==> src/rtl/ram_dma_master_pkg.sv <==
// ram_dma_master_pkg: state encoding and direction constants shared by the DMA master
package ram_dma_master_pkg;
  typedef enum logic [1:0] {
    S_IDLE  = 2'd0,
    S_WRITE = 2'd1,
    S_READ  = 2'd2,
    S_DONE  = 2'd3
  } state_t;
  localparam logic DIR_RD = 1'b0;
  localparam logic DIR_WR = 1'b1;
endpackage

==> src/rtl/ram_dma_master_if.sv <==
// ram_dma_master_if: command, write/read streams, RAM port and status of the DMA master
interface ram_dma_master_if #(parameter int N = 8, parameter int M = 8);
  logic cmd_valid, cmd_ready, cmd_we;
  logic [M-1:0] cmd_addr, cmd_len;
  logic [N-1:0] wr_data;
  logic wr_valid, wr_ready;
  logic [N-1:0] rd_data;
  logic rd_valid, rd_ready;
  logic [M-1:0] ram_addr;
  logic [N-1:0] ram_din, ram_dout;
  logic ram_we;
  logic busy, done;
  modport master(
    input  cmd_valid, cmd_we, cmd_addr, cmd_len, wr_data, wr_valid, rd_ready, ram_dout,
    output cmd_ready, wr_ready, rd_data, rd_valid, ram_addr, ram_din, ram_we, busy, done
  );
  modport slave(
    output cmd_valid, cmd_we, cmd_addr, cmd_len, wr_data, wr_valid, rd_ready, ram_dout,
    input  cmd_ready, wr_ready, rd_data, rd_valid, ram_addr, ram_din, ram_we, busy, done
  );
endinterface

==> src/rtl/ram_dma_addr_gen.sv <==
// ram_dma_addr_gen: burst address pointer and remaining-beat counter
module ram_dma_addr_gen #(parameter int M = 8) (
  input  logic         clk,
  input  logic         rst_n,
  input  logic         load,
  input  logic         step,
  input  logic [M-1:0] base,
  input  logic [M-1:0] len,
  output logic [M-1:0] ptr,
  output logic         last,
  output logic         empty
);
  logic [M:0] remaining;
  // load base/len+1 on command accept, advance (wrapping) on every moved beat
  always_ff @(posedge clk or negedge rst_n)
    if (!rst_n) begin
      ptr       <= '0;
      remaining <= '0;
    end else if (load) begin
      ptr       <= base;
      remaining <= {1'b0, len} + 1'b1;
    end else if (step) begin
      ptr       <= ptr + 1'b1;
      remaining <= remaining - 1'b1;
    end
  assign last  = remaining == (M+1)'(1);
  assign empty = remaining == '0;
endmodule

==> src/rtl/ram_dma_master.sv <==
// ram_dma_master: burst initiator on a single-port RAM; RAM_DMA_ABORT_EN adds abort/aborted
module ram_dma_master
  import ram_dma_master_pkg::*;
#(parameter int N = 8, parameter int M = 8) (
  input  logic clk,
  input  logic rst_n,
`ifdef RAM_DMA_ABORT_EN
  input  logic abort,
  output logic aborted,
`endif
  ram_dma_master_if.master bus
);
  state_t state;
  logic [M-1:0] ptr;
  logic [N-1:0] rd_data_q;
  logic rd_valid_q, last, empty, load, step, rd_load, rd_take, abort_hit;
`ifdef RAM_DMA_ABORT_EN
  assign abort_hit = abort && (state == S_WRITE || state == S_READ);
`else
  assign abort_hit = 1'b0;
`endif
  assign load    = state == S_IDLE && bus.cmd_valid;
  assign rd_take = rd_valid_q && bus.rd_ready;
  assign rd_load = state == S_READ && !empty && (!rd_valid_q || bus.rd_ready) && !abort_hit;
  assign step    = bus.ram_we || rd_load;
  ram_dma_addr_gen #(.M(M)) u_addr (
    .clk(clk), .rst_n(rst_n), .load(load), .step(step),
    .base(bus.cmd_addr), .len(bus.cmd_len), .ptr(ptr), .last(last), .empty(empty)
  );
  // burst sequencing plus the registered read slot
  always_ff @(posedge clk or negedge rst_n)
    if (!rst_n) begin
      state      <= S_IDLE;
      rd_valid_q <= 1'b0;
      rd_data_q  <= '0;
    end else if (abort_hit) begin
      state      <= S_DONE;
      rd_valid_q <= 1'b0;
    end else
      case (state)
        S_IDLE:  if (bus.cmd_valid) state <= bus.cmd_we == DIR_WR ? S_WRITE : S_READ;
        S_WRITE: if (bus.wr_valid && last) state <= S_DONE;
        S_READ:
          if (rd_load) begin
            rd_data_q  <= bus.ram_dout;
            rd_valid_q <= 1'b1;
          end else if (rd_take) begin
            rd_valid_q <= 1'b0;
            state      <= S_DONE;
          end
        default: state <= S_IDLE;
      endcase
`ifdef RAM_DMA_ABORT_EN
  // flag an aborted burst until the next command is taken
  always_ff @(posedge clk or negedge rst_n)
    if (!rst_n) aborted <= 1'b0;
    else if (load) aborted <= 1'b0;
    else if (abort_hit) aborted <= 1'b1;
`endif
  assign bus.cmd_ready = state == S_IDLE;
  assign bus.busy      = state != S_IDLE;
  assign bus.done      = state == S_DONE;
  assign bus.wr_ready  = state == S_WRITE && !abort_hit;
  assign bus.ram_we    = bus.wr_ready && bus.wr_valid;
  assign bus.ram_addr  = ptr;
  assign bus.ram_din   = bus.wr_data;
  assign bus.rd_valid  = rd_valid_q;
  assign bus.rd_data   = rd_data_q;
endmodule
==> src/flat_wrapper.sv <==
// flat-port wrapper written by rule: the top's interface ports become plain ports
module ram_dma_master_flat import ram_dma_master_pkg::*;
#(parameter int N = 8, parameter int M = 8)
  (clk, rst_n, bus_cmd_valid, bus_cmd_we, bus_cmd_addr, bus_cmd_len, bus_wr_data, bus_wr_valid, bus_rd_ready, bus_ram_dout, bus_cmd_ready, bus_wr_ready, bus_rd_data, bus_rd_valid, bus_ram_addr, bus_ram_din, bus_ram_we, bus_busy, bus_done);
  ram_dma_master_if #(.N(N), .M(M)) bus_i ();
  input  logic clk;
  input  logic rst_n;
  input wire logic [$bits(bus_i.cmd_valid)-1:0] bus_cmd_valid;
  input wire logic [$bits(bus_i.cmd_we)-1:0] bus_cmd_we;
  input wire logic [$bits(bus_i.cmd_addr)-1:0] bus_cmd_addr;
  input wire logic [$bits(bus_i.cmd_len)-1:0] bus_cmd_len;
  input wire logic [$bits(bus_i.wr_data)-1:0] bus_wr_data;
  input wire logic [$bits(bus_i.wr_valid)-1:0] bus_wr_valid;
  input wire logic [$bits(bus_i.rd_ready)-1:0] bus_rd_ready;
  input wire logic [$bits(bus_i.ram_dout)-1:0] bus_ram_dout;
  output wire logic [$bits(bus_i.cmd_ready)-1:0] bus_cmd_ready;
  output wire logic [$bits(bus_i.wr_ready)-1:0] bus_wr_ready;
  output wire logic [$bits(bus_i.rd_data)-1:0] bus_rd_data;
  output wire logic [$bits(bus_i.rd_valid)-1:0] bus_rd_valid;
  output wire logic [$bits(bus_i.ram_addr)-1:0] bus_ram_addr;
  output wire logic [$bits(bus_i.ram_din)-1:0] bus_ram_din;
  output wire logic [$bits(bus_i.ram_we)-1:0] bus_ram_we;
  output wire logic [$bits(bus_i.busy)-1:0] bus_busy;
  output wire logic [$bits(bus_i.done)-1:0] bus_done;
  assign bus_i.cmd_valid = bus_cmd_valid;
  assign bus_i.cmd_we = bus_cmd_we;
  assign bus_i.cmd_addr = bus_cmd_addr;
  assign bus_i.cmd_len = bus_cmd_len;
  assign bus_i.wr_data = bus_wr_data;
  assign bus_i.wr_valid = bus_wr_valid;
  assign bus_i.rd_ready = bus_rd_ready;
  assign bus_i.ram_dout = bus_ram_dout;
  assign bus_cmd_ready = bus_i.cmd_ready;
  assign bus_wr_ready = bus_i.wr_ready;
  assign bus_rd_data = bus_i.rd_data;
  assign bus_rd_valid = bus_i.rd_valid;
  assign bus_ram_addr = bus_i.ram_addr;
  assign bus_ram_din = bus_i.ram_din;
  assign bus_ram_we = bus_i.ram_we;
  assign bus_busy = bus_i.busy;
  assign bus_done = bus_i.done;
  ram_dma_master #(.N(N), .M(M)) u_core (.clk(clk), .rst_n(rst_n), .bus(bus_i));
endmodule
==> config.mk <==
export PLATFORM = sky130hd
export DESIGN_NAME = ram_dma_master_flat
export DESIGN_NICKNAME = d
export VERILOG_FILES = /design/src/rtl/ram_dma_master_pkg.sv /design/src/rtl/ram_dma_master_if.sv /design/src/rtl/ram_dma_addr_gen.sv /design/src/rtl/ram_dma_master.sv /design/src/flat_wrapper.sv
export SDC_FILE = /design/constraint.sdc
export NUM_CORES = 1
export LEC_CHECK = 0
export ABC_AREA = 1
export CAP_MARGIN = 10
export CORE_ASPECT_RATIO = 0.75
export CORE_MARGIN = 2
export CORE_UTILIZATION = 45
export CTS_BUF_LIST = sky130_fd_sc_hd__clkbuf_4 sky130_fd_sc_hd__clkbuf_8
export CTS_CLUSTER_SIZE = 10
export DETAILED_ROUTE_END_ITERATION = 6
export PLACE_DENSITY = 0.8
export REMOVE_ABC_BUFFERS = 1
export SLEW_MARGIN = 20
export SYNTH_ARGS = -nofsm -noshare
export SYNTH_HDL_FRONTEND = slang
export SYNTH_SLANG_ARGS = --single-unit
==> constraint.sdc <==
create_clock -name clk -period 1.95 [get_ports clk]
set_input_delay 0.39 -clock clk [delete_from_list [all_inputs] [get_ports clk]]
set_output_delay 0.39 -clock clk [all_outputs]
set_load 0.01 [all_outputs]
==> insert_results.sql <==
INSERT INTO impl_metrics (metric_group, metric, value, unit) VALUES
('floorplanning', 'io_pins', '68', ''),
('sta', 'clock-skew-final', '1.277', 'ps'),
('cts', 'cts-buffers-inserted', '3', ''),
('detailed_routing', 'residual_drc_count', '0', ''),
('critical_path', 'end_kind', 'primary output', ''),
('grt', 'gr-usage-met3', '0.04769', ''),
('detailed_routing', 'post_drt_wl_per_cell', '11.85', 'microns'),
('sta', 'fin_tns_setup', '0', 'ps'),
('power_and_ir_drop', 'comb_power_share', '0.611', ''),
('detailed_routing', 'via_count', '2016', ''),
('grt', 'grt_pass1_vias', '1849', ''),
('sta', 'final_setup_violations', '0', ''),
('sta', 'layout_worst_path_cycle_share', '0.9526', ''),
('critical_path', 'cp_common_cell', 'sky130_fd_sc_hd__inv_1', ''),
('sta', 'slew_headroom', '0.7469', ''),
('sta', 'whs', '480.8', 'ps'),
('power_and_ir_drop', 'power_density_relative_to_cell_area', '1525', 'mW/mm^2'),
('power_and_ir_drop', 'power_frac_seq', '0.272', ''),
('detailed_routing', 'finalWirelength', '4884', 'microns'),
('critical_path', 'worst_ep_required_time', '1560', 'ps'),
('grt', 'global_route_wire_length_before_repair', '7983', 'microns'),
('sta', 'highest_clock_rate', '538.3', 'MHz'),
('placement', 'gp_routability_congestion', '0.8104', ''),
('cts', 'cts_htree_levels', '1', ''),
('placement', 'hpwlAfterDp', '3670', 'microns'),
('grt', 'grt_antenna_before_repair', '0', ''),
('critical_path', 'path_max_fanout', '4', ''),
('power_and_ir_drop', 'worst_ir_drop_vdd', '689.4', 'uV'),
('grt', 'groute.usage.overall', '0.1942', ''),
('job', 'max_cap_viol_count', '0', ''),
('sta', 'period_needed', '1858', 'ps'),
('power_and_ir_drop', 'p_leak', '1.436', 'nW'),
('placement', 'buffer_ports.inserted', '51', ''),
('grt', 'pin_count_of_the_biggest_net_entering_global_routing', '29', ''),
('cts', 'clkSlewWorstSetupHoldPaths', '100', 'ps'),
('hold_path', 'worstHoldPathType', 'in -> async', ''),
('final_layout', 'synthToLayoutAreaGrowth', '29.92', '%'),
('floorplanning', 'rows', '21', ''),
('sta', 'final_hold_viol_count', '0', ''),
('power_and_ir_drop', 'power.share.clock', '0.116', ''),
('power_and_ir_drop', 'swShare', '0.4541', ''),
('grt', 'grt_most_used_layer', 'met2', ''),
('synthesis', 'postSynthAreaPerCell', '6.754', 'sq um'),
('power_and_ir_drop', 'power_switching', '1.848', 'mW'),
('sta', 'tightestPinTransition', '379.6', 'ps'),
('sta', 'slew_violations', '0', ''),
('power_and_ir_drop', 'internal_power', '2.221', 'mW'),
('critical_path', 'worstPathArrival', '1470', 'ps'),
('grt', 'grtUsageMet1', '0.2655', ''),
('critical_path', 'crit_path_max_incr_delay', '420', 'ps'),
('final_layout', 'final_cell_area', '0.002668', 'sq mm'),
('detailed_routing', 'detailedRoute.firstIterationViolations', '122', ''),
('critical_path', 'cp_slowest_cell', 'sky130_fd_sc_hd__dfrtp_1', ''),
('detailed_routing', 'via_per_inst', '4.893', ''),
('final_layout', 'drive_above_1_share', '0.09859', ''),
('critical_path', 'worstSetupPathType', 'reg -> out', ''),
('synthesis', 'post_synth_instance_area', '0.002053', 'sq mm'),
('grt', 'globalRoute.totalOverflow', '0', ''),
('floorplanning', 'start_util', '0.4651', ''),
('cts', 'clockBufferDepth', '2', ''),
('final_layout', 'ant_cells', '0', ''),
('floorplanning', 'dieHeight', '62.50', 'microns'),
('cts', 'clkLatencyLatePin', '280', 'ps'),
('synthesis', 'yosys_warnings', '0', ''),
('cts', 'ctsRootBufferMaster', 'sky130_fd_sc_hd__clkbuf_8', ''),
('critical_path', 'path_cells', 'buf_4 -> inv_1 -> ha_1 -> inv_1 -> dlygate4sd2_1', ''),
('detailed_routing', 'antenna_violating_nets_post_route', '0', ''),
('critical_path', 'timing.critical_path.from_type', 'flop', ''),
('floorplanning', 'die-width', '82.00', 'microns'),
('final_layout', 'layout.nets', '403', ''),
('synthesis', 'number_of_unique_standard_cell_types_used_by_synthesis', '20', ''),
('cts', 'clock-sinks', '28', ''),
('outcome', 'outcome', 'finished, final reports clean', ''),
('cts', 'tritoncts', 'built', ''),
('placement', 'post_dp_cell_area', '0.002570', 'sq mm'),
('sta', 'unrepaired_setup_endpoints_after_global_routing', 'no', ''),
('grt', 'met2_demand_to_capacity_share_in_global_routing', '0.3150', ''),
('synthesis', 'ys_seq_elements', '28', ''),
('floorplanning', 'design.core.area', '0.004414', 'sq mm'),
('final_layout', 'filler_cell_count', '408', ''),
('synthesis', 'synthCells', '304', ''),
('detailed_routing', 'number_of_detailed_routing_iterations_run_before_antenna_repair', '4', ''),
('floorplanning', 'design.die.area', '0.005125', 'sq mm'),
('synthesis', 'seq_area_frac_synth', '0.3413', '');
-- metal layers --
layer,part of all wire,up-vias,routed length (microns)
li1,-,1047,-
met1,0.48,910,2337
met2,0.47,54,2293
met3,0.047,5,228
met4,0.0049,0,24
met5,0,-,0
-- cells by family after synthesis --
logic type,synth area share
buffers and inverters,0.1469
adders and majority gates,0.05485
and+or+nand+nor,0.3474
AOI/OAI and AO/OA,0.1097
DFF,0.3413
-- stage by stage --
| step | total power, mW | instances | util | setup WS, ps |
|---|---|---|---|---|
| after floorplan | 2.611 | 289 | - | 166.5 |
| after global placement | 3.498 | 405 | 0.5822 | 57.48 |
| after detailed placement | 3.583 | 405 | 0.5822 | 42.46 |
| after CTS | 4.080 | 411 | 0.6015 | 7.317 |
| after global routing | 4.449 | 412 | 0.6043 | 3.905 |
| final | 4.069 | 412 | 0.6043 | 92.39 |
-- worst max-delay path: cells and delay by family, from the launching register on --
| family | cells | cell delay (ps) |
|---|---|---|
| fa+ha+maj | 1 | 210 |
| flops | 1 | 420 |
| buf+inv | 4 | 570 |
-- cells in the final DEF, fill, tap and decap left out --
cell	Yosys	final
sky130_fd_sc_hd__o21ai_0	21	21
sky130_fd_sc_hd__ha_1	9	8
sky130_fd_sc_hd__buf_4	10	11
sky130_fd_sc_hd__o21ai_2	8	8
sky130_fd_sc_hd__bufinv_16	0	1
sky130_fd_sc_hd__nand2_4	1	1
sky130_fd_sc_hd__dfrtp_1	28	28
sky130_fd_sc_hd__nand2_1	107	107
sky130_fd_sc_hd__nand3_4	1	1
sky130_fd_sc_hd__clkbuf_8	0	3
sky130_fd_sc_hd__o21bai_1	3	3
sky130_fd_sc_hd__nand2_2	4	4
sky130_fd_sc_hd__nand4_1	5	5
sky130_fd_sc_hd__inv_1	43	43
sky130_fd_sc_hd__clkdlybuf4s50_1	0	46
sky130_fd_sc_hd__o31ai_1	1	1
sky130_fd_sc_hd__ha_2	0	1
sky130_fd_sc_hd__nand3_1	29	29
sky130_fd_sc_hd__dlymetal6s2s_1	0	2
sky130_fd_sc_hd__dlygate4sd2_1	0	3
sky130_fd_sc_hd__inv_2	4	4
sky130_fd_sc_hd__a21oi_1	4	4
sky130_fd_sc_hd__nor2_1	20	20
sky130_fd_sc_hd__nor2_2	1	1
-- state kept, by name, indices dropped and copies added, names as in the netlist --
| register | flops |
|---|---|
| u_core.u_addr.remaining | 9 |
| u_core.bus.rd_data | 8 |
| u_core.u_addr.ptr | 8 |
| u_core.state | 2 |
| u_core.bus.rd_valid | 1 |
-- path summary, 6_finish.rpt --
check	from	depth (start not counted)	to	slack (ps)
setup / recovery	u_core.state[0]	5	bus_busy	90
hold / removal	rst_n	2	u_core.u_addr.remaining[3]	480
setup reg to reg	u_core.u_addr.remaining[0]	10	u_core.u_addr.remaining[3]	230
hold reg to reg	u_core.bus.rd_data[7]	2	u_core.bus.rd_data[7]	490
max in group asynchronous	rst_n	2	u_core.bus.rd_data[1]	1190
min in group clk	u_core.bus.rd_data[7]	2	u_core.bus.rd_data[7]	490
-- area by class of cell --
cell class	count	area (sq um)	share of cell area
Tap cell	57	71.32	0.02674
Timing Repair Buffer	62	594.3	0.2228
Multi-Input combinational cell	214	1054	0.3949
Inverter	47	176.4	0.06613
Clock inverter	1	30.03	0.01126
Clock buffer	3	41.29	0.01548
Sequential cell	28	700.7	0.2627
-- synthesized netlist by cell type (all sizes together) --
master    n  area, sq um
nand2   112        437.9
nand3    30        162.7
o21ai    29        175.2
inv      47        176.4
o21bai    3        22.52
buf      15        125.1
nor2     21        81.33
dfrtp    28        700.7
nand4     5        31.28
o31ai     1        7.510
a21oi     4        20.02
ha        9        112.6
-- power groups by stage --
| stage | clock (mW) | sequential [mW] | combinational (mW) |
|---|---|---|---|
| detailed placement | 0 | 1.12 | 2.46 |
| global placement | 0 | 1.11 | 2.39 |
| floorplan | 0 | 1.14 | 1.47 |
| CTS | 0.484 | 1.11 | 2.49 |
| global route | 0.512 | 1.14 | 2.80 |
| finish | 0.472 | 1.11 | 2.49 |
-- repair_timing --
item                                    4_1_cts  5_1_grt
resized for setup                             4        2
hold buffers                                  0        0
endpoints found under the setup margin        4        2
pin swaps                                     0        0
buffers inserted                              2        1
Note: power is estimated with default switching activity, not from simulation.
